==> src/rtl/pipeline_hazard_ctrl_pkg.sv <==
// -----------------------------------------------------------------------------
// pipeline_hazard_ctrl_pkg
// Shared definitions for the five-stage pipeline hazard controller:
//   - hz_state_e   : control FSM state encoding (RUN, LDSTALL, MEMWAIT, FLUSH, HALT)
//   - FWD_*        : operand forward-select codes driven on fwd_a / fwd_b
//   - STG_*        : bit positions of each stage inside stage_en / stage_rst
//   - stage_bit()  : one-hot mask for a single stage index
// No ports (package). Optional feature macro used by the top: DEBUG_STEP_EN.
// -----------------------------------------------------------------------------
package pipeline_hazard_ctrl_pkg;

  typedef enum logic [2:0] {
    ST_RUN     = 3'd0,
    ST_LDSTALL = 3'd1,
    ST_MEMWAIT = 3'd2,
    ST_FLUSH   = 3'd3,
    ST_HALT    = 3'd4
  } hz_state_e;

  localparam logic [1:0] FWD_NO      = 2'd0;
  localparam logic [1:0] FWD_ALU_EXE = 2'd1;
  localparam logic [1:0] FWD_ALU_MEM = 2'd2;
  localparam logic [1:0] FWD_MEM     = 2'd3;

  localparam int STG_IF  = 0;
  localparam int STG_ID  = 1;
  localparam int STG_EXE = 2;
  localparam int STG_MEM = 3;
  localparam int STG_WB  = 4;
  localparam int STG_NUM = 5;

  localparam logic [STG_NUM-1:0] STAGE_ALL  = 5'b11111;
  localparam logic [STG_NUM-1:0] STAGE_NONE = 5'b00000;

  // One-hot mask selecting a single pipeline stage.
  function automatic logic [STG_NUM-1:0] stage_bit(input int idx);
    stage_bit = 5'b00001 << idx;
  endfunction

endpackage

==> src/rtl/pipeline_hazard_ctrl_fwd_cmp.sv <==
// -----------------------------------------------------------------------------
// hazard_fwd_cmp
// Combinational dependency compare for one ID source operand against the EXE
// and MEM destination registers. Register 0 never matches; EXE wins over MEM.
// Ports:
//   src, src_used            : ID source register address and its read flag
//   exe_wa/exe_wen/exe_is_load : EXE destination, write enable, load flag
//   mem_wa/mem_wen/mem_is_load : MEM destination, write enable, load flag
//   fwd_sel (out 2)          : FWD_NO / FWD_ALU_EXE / FWD_ALU_MEM / FWD_MEM
//   exe_load_hit (out 1)     : EXE holds a load writing this source (read flag
//                              not applied; the top qualifies it)
// -----------------------------------------------------------------------------
module hazard_fwd_cmp
  import pipeline_hazard_ctrl_pkg::*;
#(
  parameter int REG_AW = 5
) (
  input  logic [REG_AW-1:0] src,
  input  logic              src_used,
  input  logic [REG_AW-1:0] exe_wa,
  input  logic              exe_wen,
  input  logic              exe_is_load,
  input  logic [REG_AW-1:0] mem_wa,
  input  logic              mem_wen,
  input  logic              mem_is_load,
  output logic [1:0]        fwd_sel,
  output logic              exe_load_hit
);

  logic src_nz_s;
  logic exe_match_s;
  logic mem_match_s;

  assign src_nz_s     = (src != {REG_AW{1'b0}});
  assign exe_match_s  = src_nz_s && exe_wen && (exe_wa == src);
  assign mem_match_s  = src_nz_s && mem_wen && (mem_wa == src);
  // A load still in EXE has no data yet; it can only be forwarded from MEM.
  assign exe_load_hit = exe_match_s && exe_is_load;

  // Forward select: EXE ALU result first, then MEM (ALU result or load data).
  always_comb begin
    fwd_sel = FWD_NO;
    if (exe_match_s && src_used && !exe_is_load) begin
      fwd_sel = FWD_ALU_EXE;
    end else if (mem_match_s) begin
      if (mem_is_load) begin
        fwd_sel = FWD_MEM;
      end else begin
        fwd_sel = FWD_ALU_MEM;
      end
    end else begin
      fwd_sel = FWD_NO;
    end
  end

endmodule

==> src/rtl/pipeline_hazard_ctrl.sv <==
// -----------------------------------------------------------------------------
// pipeline_hazard_ctrl
// Hazard / forwarding controller for a five-stage (IF ID EXE MEM WB) pipeline.
// Forwarding is combinational; stalls, flushes and memory waits are sequenced
// by a small FSM whose state alone decodes stage_en / stage_rst.
// Optional feature: define DEBUG_STEP_EN to add the HALT state with
// single-step support (adds ports debug_en, debug_step).
// Ports:
//   clk, rst (sync, active-high)
//   id_rs, id_rt, id_rs_used, id_rt_used, id_is_store : ID operand info
//   exe_wa, exe_wen, exe_is_load, mem_wa, mem_wen, mem_is_load : producers
//   branch_taken          : ID branch/jump resolved taken
//   dmem_req, dmem_ready  : MEM stage access outstanding / completed
//   debug_en, debug_step  : halt enable / step request (DEBUG_STEP_EN only)
//   fwd_a, fwd_b, fwd_m   : forward selects
//   stage_en, stage_rst   : per-stage enable / reset (bit 0 = IF)
//   state                 : current FSM state
//   stall_cnt             : saturating count of non-RUN cycles
// -----------------------------------------------------------------------------
module pipeline_hazard_ctrl
  import pipeline_hazard_ctrl_pkg::*;
#(
  parameter int REG_AW     = 5,
  parameter int BR_PENALTY = 1,
  parameter int CNT_W      = 16
) (
  input  logic              clk,
  input  logic              rst,
  input  logic [REG_AW-1:0] id_rs,
  input  logic [REG_AW-1:0] id_rt,
  input  logic              id_rs_used,
  input  logic              id_rt_used,
  input  logic              id_is_store,
  input  logic [REG_AW-1:0] exe_wa,
  input  logic [REG_AW-1:0] mem_wa,
  input  logic              exe_wen,
  input  logic              mem_wen,
  input  logic              exe_is_load,
  input  logic              mem_is_load,
  input  logic              branch_taken,
  input  logic              dmem_req,
  input  logic              dmem_ready,
`ifdef DEBUG_STEP_EN
  input  logic              debug_en,
  input  logic              debug_step,
`endif
  output logic [1:0]        fwd_a,
  output logic [1:0]        fwd_b,
  output logic              fwd_m,
  output logic [4:0]        stage_en,
  output logic [4:0]        stage_rst,
  output logic [2:0]        state,
  output logic [CNT_W-1:0]  stall_cnt
);

  localparam logic [2:0]       BR_LOAD = 3'(BR_PENALTY);
  localparam logic [CNT_W-1:0] CNT_MAX = {CNT_W{1'b1}};

  hz_state_e        state_r;
  hz_state_e        state_nx_s;
  logic [2:0]       flush_cnt_r;
  logic [2:0]       flush_dec_s;
  logic             flush_load_s;
  logic             flush_pend_s;
  logic [CNT_W-1:0] stall_cnt_r;

  logic [1:0]       rs_sel_s;
  logic [1:0]       rt_sel_s;
  logic             rs_load_hit_s;
  logic             rt_load_hit_s;
  logic             load_use_s;
  logic             mem_wait_s;
  logic             halt_req_s;
  logic             step_edge_s;

  hazard_fwd_cmp #(.REG_AW(REG_AW)) u_cmp_rs (
    .src          (id_rs),
    .src_used     (id_rs_used),
    .exe_wa       (exe_wa),
    .exe_wen      (exe_wen),
    .exe_is_load  (exe_is_load),
    .mem_wa       (mem_wa),
    .mem_wen      (mem_wen),
    .mem_is_load  (mem_is_load),
    .fwd_sel      (rs_sel_s),
    .exe_load_hit (rs_load_hit_s)
  );

  hazard_fwd_cmp #(.REG_AW(REG_AW)) u_cmp_rt (
    .src          (id_rt),
    .src_used     (id_rt_used),
    .exe_wa       (exe_wa),
    .exe_wen      (exe_wen),
    .exe_is_load  (exe_is_load),
    .mem_wa       (mem_wa),
    .mem_wen      (mem_wen),
    .mem_is_load  (mem_is_load),
    .fwd_sel      (rt_sel_s),
    .exe_load_hit (rt_load_hit_s)
  );

  // A store's rt is only needed at MEM, where fwd_m supplies it, so it never stalls.
  assign load_use_s = (rs_load_hit_s && id_rs_used) ||
                      (rt_load_hit_s && id_rt_used && !id_is_store);
  assign mem_wait_s = dmem_req && !dmem_ready;

`ifdef DEBUG_STEP_EN
  logic step_prev_r;

  // Previous debug_step value for rising-edge detection.
  always_ff @(posedge clk) begin
    if (rst) begin
      step_prev_r <= 1'b0;
    end else begin
      step_prev_r <= debug_step;
    end
  end

  assign halt_req_s  = debug_en;
  assign step_edge_s = debug_step && !step_prev_r;
`else
  assign halt_req_s  = 1'b0;
  assign step_edge_s = 1'b0;
`endif

  // Flush down-counter after this cycle: it only counts while FLUSH is current,
  // so a preempting MEMWAIT/LDSTALL leaves the remaining penalty intact.
  always_comb begin
    flush_dec_s = flush_cnt_r;
    if ((state_r == ST_FLUSH) && (flush_cnt_r != 3'd0)) begin
      flush_dec_s = flush_cnt_r - 3'd1;
    end else begin
      flush_dec_s = flush_cnt_r;
    end
  end

  assign flush_pend_s = (flush_dec_s != 3'd0);

  // Next-state selection: HALT > MEMWAIT > LDSTALL > FLUSH > RUN.
  always_comb begin
    state_nx_s   = ST_RUN;
    flush_load_s = 1'b0;
    case (state_r)
      ST_HALT: begin
        if (halt_req_s) begin
          state_nx_s = ST_HALT;
        end else begin
          state_nx_s = ST_RUN;
        end
      end
      ST_RUN, ST_LDSTALL, ST_MEMWAIT, ST_FLUSH: begin
        if (halt_req_s) begin
          state_nx_s = ST_HALT;
        end else if (mem_wait_s) begin
          state_nx_s = ST_MEMWAIT;
        end else if (load_use_s && (state_r != ST_LDSTALL)) begin
          // The stall bubble clears the hazard, so never stall twice in a row.
          state_nx_s = ST_LDSTALL;
        end else if (branch_taken) begin
          state_nx_s   = ST_FLUSH;
          flush_load_s = 1'b1;
        end else if (flush_pend_s) begin
          state_nx_s = ST_FLUSH;
        end else begin
          state_nx_s = ST_RUN;
        end
      end
      default: begin
        state_nx_s = ST_RUN;
      end
    endcase
  end

  // FSM state register.
  always_ff @(posedge clk) begin
    if (rst) begin
      state_r <= ST_RUN;
    end else begin
      state_r <= state_nx_s;
    end
  end

  // Flush penalty counter: reloaded by a taken branch, otherwise counts down in FLUSH.
  always_ff @(posedge clk) begin
    if (rst) begin
      flush_cnt_r <= 3'd0;
    end else if (flush_load_s) begin
      flush_cnt_r <= BR_LOAD;
    end else begin
      flush_cnt_r <= flush_dec_s;
    end
  end

  // Saturating count of cycles spent outside RUN.
  always_ff @(posedge clk) begin
    if (rst) begin
      stall_cnt_r <= {CNT_W{1'b0}};
    end else if ((state_r != ST_RUN) && (stall_cnt_r != CNT_MAX)) begin
      stall_cnt_r <= stall_cnt_r + {{(CNT_W-1){1'b0}}, 1'b1};
    end else begin
      stall_cnt_r <= stall_cnt_r;
    end
  end

  // Stage control decode from the current state; reset forces every stage into reset.
  always_comb begin
    stage_en  = STAGE_NONE;
    stage_rst = STAGE_NONE;
    if (rst) begin
      stage_en  = STAGE_ALL;
      stage_rst = STAGE_ALL;
    end else begin
      case (state_r)
        ST_RUN: begin
          stage_en  = STAGE_ALL;
          stage_rst = STAGE_NONE;
        end
        ST_LDSTALL: begin
          // Hold IF/ID, inject a bubble into EXE, let the load move on.
          stage_en  = STAGE_ALL & ~(stage_bit(STG_IF) | stage_bit(STG_ID));
          stage_rst = stage_bit(STG_EXE);
        end
        ST_MEMWAIT: begin
          stage_en  = STAGE_NONE;
          stage_rst = STAGE_NONE;
        end
        ST_FLUSH: begin
          stage_en  = STAGE_ALL;
          stage_rst = stage_bit(STG_ID);
        end
        ST_HALT: begin
          if (step_edge_s) begin
            stage_en = STAGE_ALL;
          end else begin
            stage_en = STAGE_NONE;
          end
          stage_rst = STAGE_NONE;
        end
        default: begin
          stage_en  = STAGE_NONE;
          stage_rst = STAGE_NONE;
        end
      endcase
    end
  end

  // Forward selects are live whenever the controller is out of reset.
  always_comb begin
    fwd_a = FWD_NO;
    fwd_b = FWD_NO;
    fwd_m = 1'b0;
    if (rst) begin
      fwd_a = FWD_NO;
      fwd_b = FWD_NO;
      fwd_m = 1'b0;
    end else begin
      fwd_a = rs_sel_s;
      fwd_b = rt_sel_s;
      fwd_m = rt_load_hit_s && id_is_store;
    end
  end

  assign state     = state_r;
  assign stall_cnt = stall_cnt_r;

endmodule

==> config.mk <==
export PLATFORM = sky130hd
export DESIGN_NAME = pipeline_hazard_ctrl
export DESIGN_NICKNAME = d
export VERILOG_FILES = /design/src/rtl/pipeline_hazard_ctrl_pkg.sv /design/src/rtl/pipeline_hazard_ctrl_fwd_cmp.sv /design/src/rtl/pipeline_hazard_ctrl.sv
export SDC_FILE = /design/constraint.sdc
export NUM_CORES = 1
export LEC_CHECK = 0
export CAP_MARGIN = 15
export CORE_ASPECT_RATIO = 0.75
export CORE_MARGIN = 10
export CORE_UTILIZATION = 44
export CTS_CLUSTER_SIZE = 10
export DETAILED_ROUTE_END_ITERATION = 6
export GPL_TIMING_DRIVEN = 0
export HOLD_SLACK_MARGIN = 0.1
export PLACE_DENSITY = 0.81
export SETUP_SLACK_MARGIN = 0.05
export SLEW_MARGIN = 15
export SYNTH_ARGS = -nofsm -noshare
export SYNTH_HDL_FRONTEND = slang
export SYNTH_SLANG_ARGS = --single-unit
==> constraint.sdc <==
create_clock -name clk -period 2.8 [get_ports clk]
set_clock_uncertainty 0.05 [all_clocks]
set_input_delay 0.7 -clock clk [delete_from_list [all_inputs] [get_ports clk]]
set_output_delay 0.7 -clock clk [all_outputs]
set_load 0.05 [all_outputs]
==> out/qor.txt <==
Status = finished, violations left
Failing checks = negative setup slack
R2r worst-path depth = 8
Initial antenna violation count = 0
Post-synth ARST share = 0
CTS max path bufs = 2
R2r startpoint = state[1]
Critical path required time = 2.05 ns
DRC = 0
Synth-to-layout area growth = 54.0%
Reg2Reg Setup Slack = 0.45 ns
Syn Inst Count = 206
First-pass GRT wire length = 8310 um
Total GRT Usage = 0.149
WL final = 5170 um
Hold Fails Final Rpt = 0
1st-pass router iterations = 4
Vias in the first global route = 1625
Dpl hpwl = 4000 um
Post-synthesis sequential area ratio = 0.253
CP max FO = 4
CORE AREA = 3660 um^2
Diode count = 0
Post-CTS Hold Buffers = 0
VDD IR-drop max = 322 uV
Synth Warn # = 0
GPL Wtd Cong = 0.949
NumNets Final = 320
Worst hold path cell count = 2
Drt initial violations = 65
WS Path Type = input pin to output port
Die boundary width = 91.0 um
Post-synth cell types = 43
# setup viols final = 1
Clock latency on the worst-skew pair = 0.26 ns
Initial Util = 0.454
Pins Over Slew Limit = 0
Clock-pin slew on the worst setup and hold paths = 0.07 ns
Total I/O pin count = 66
Final setup margin = -0.0292 ns
Die Ht = 73.2 um
Routed WL per cell = 15.6 um
Synth Register Bits = 21
CTS Buf Count = 3
Layout cells sized above 1 = 0.240
Dpl cell area = 2410 um^2
Via/cell ratio = 5.18
Synthesized cell area = 1660 um^2
Startpoint types = input pin
Worst hold slack = 0.520 ns
Unrepaired setup endpoints after global routing = true
Critical path endpoint category = output port
Minimum clock period = 2.83 ns
Slew @ Worst Pin = 0.616 ns
Period utilization = 1.01
Primary FF master, synth = dfxtp_1
PortBufs = 64
Pin count of the biggest net entering global routing = 12
Row count = 19
Hold crit path type = register to register
Worst Setup SP = exe_wa[3]
# clock sinks = 21
H-tree levels = 1
Die ar. = 6660 um^2
Slew headroom = 0.587
Syn_nets = 246
Routed via count = 1714
Max Cap Viol = 0
Leak pwr = 1.00 nW
Fmax = 353 MHz
CTS root buffer = clkbuf_8
Fin area = 2560 um^2
Crit path DAT = 2.08 ns
Post-synth EDFFs = 0
Remaining antenna violation count after routing = 0
Pwr dens = 349 nW/um^2
TNS Setup = -0.0292 ns
Mean Syn Cell Area = 8.07 um^2
CTS tree = built
Hold_sp = stall_cnt[9]
Total global routing overflow = 0
[path summary, 6_finish.rpt]
| path | endpoint |
|---|---|
| max | fwd_b[0] |
| max reg2reg | stall_cnt[15] |
| min | stall_cnt[9] |
| min reg2reg | stall_cnt[9] |
[logic make-up after synthesis]
logic type,synth area share
muxes,0.00602
other,0.00226
and+or+nand+nor,0.310
DFF,0.253
AOI/OAI and AO/OA,0.133
adders and majority gates,0.0602
buffers and inverters,0.0723
xor gates and xnor gates,0.163
[cell usage after synthesis, drive strengths merged (2+ instances only)]
master / instances / area [um^2]
nand2b: 8 / 50.1
buf: 7 / 52.6
nand4: 8 / 50.1
ha: 8 / 100
o21a: 2 / 15.0
or2: 2 / 12.5
a211oi: 4 / 30.0
nor2b: 5 / 31.3
or4: 6 / 48.8
xnor2: 21 / 184
clkbuf: 5 / 18.8
dfxtp: 21 / 420
a21oi: 8 / 40.0
nor3: 3 / 20.0
nand2: 12 / 45.0
nand4b: 3 / 41.3
nor2: 24 / 90.1
a2111oi: 3 / 45.1
nor4: 6 / 37.5
inv: 13 / 48.8
nand3: 9 / 45.0
o22ai: 2 / 12.5
xor2: 10 / 87.6
[sequential cells by signal (all words and copies together) (netlist names)]
register and cells:
flush_cnt_r 3, stall_cnt 16, state 2
[routing by layer]
layer,track usage,part of all wire,vias up,wire length [um]
li1,-,-,861,-
met3,0.0370,0.049,4,253
met1,0.183,0.44,803,2300
met5,0,0,-,0
met4,0.0173,0.0072,0,37
met2,0.264,0.50,46,2590
[layout by cell type (no fill, tap or decap), types with 4 or more instances in the layout]
master	instances
clkbuf_1	4
ha_1	8
clkdlybuf4s15_1	4
nand3_1	9
nand4_1	8
dfxtp_1	21
inv_1	12
dlygate4sd2_1	5
a211oi_1	4
a21oi_1	8
nand2_1	11
clkbuf_8	4
buf_4	13
or4_1	4
xor2_1	10
clkdlybuf4s15_2	5
nor2_1	23
clkdlybuf4s50_1	27
nor2b_1	5
buf_6	10
buf_2	8
nand2b_1	7
xnor2_1	19
nor4_1	4
[worst max-delay path: stages]
cell and delay, ns:
buf_8 0.10, xnor2_2 0.16, nand4_1 0.11, or4_4 0.58, o32ai_4 0.23, buf_6 0.19
[stage by stage]
step / setup WS [ns] / cells / util / power [mW]
floorplan: 0.0263 / 206 / - / 0.559
global placement: -1.15 / 322 / 0.659 / 0.690
detailed placement: -1.24 / 322 / 0.659 / 0.696
CTS: -0.0261 / 331 / 0.693 / 0.892
global route: -0.0634 / 331 / 0.699 / 0.943
finish: -0.0292 / 331 / 0.699 / 0.893
[cell type report]
| type | instances | area, um^2 |
|---|---|---|
| Fill cell | 311 | 1100 |
| Clock buffer | 4 | 45.0 |
| Buffer | 12 | 85.1 |
| Tap cell | 52 | 65.1 |
| Sequential cell | 21 | 420 |
| Timing Repair Buffer | 69 | 656 |
| Inverter | 13 | 48.8 |
| Multi-Input combinational cell | 160 | 1240 |
[power breakdown]
part	switching [mW]	internal, mW	total (mW)	leakage, nW
logic	0.213	0.150	0.363	0.810
registers	0.0214	0.312	0.334	0.170
clock network	0.0950	0.101	0.196	0.0228
[what timing repair did]
item,4_1_cts,5_1_grt
pin swaps,15,12
buffers inserted,5,0
setup endpoints to repair,15,5
resized for setup,153,14
endpoints found under the hold margin,0,0
(Power assumes the default switching activity.)
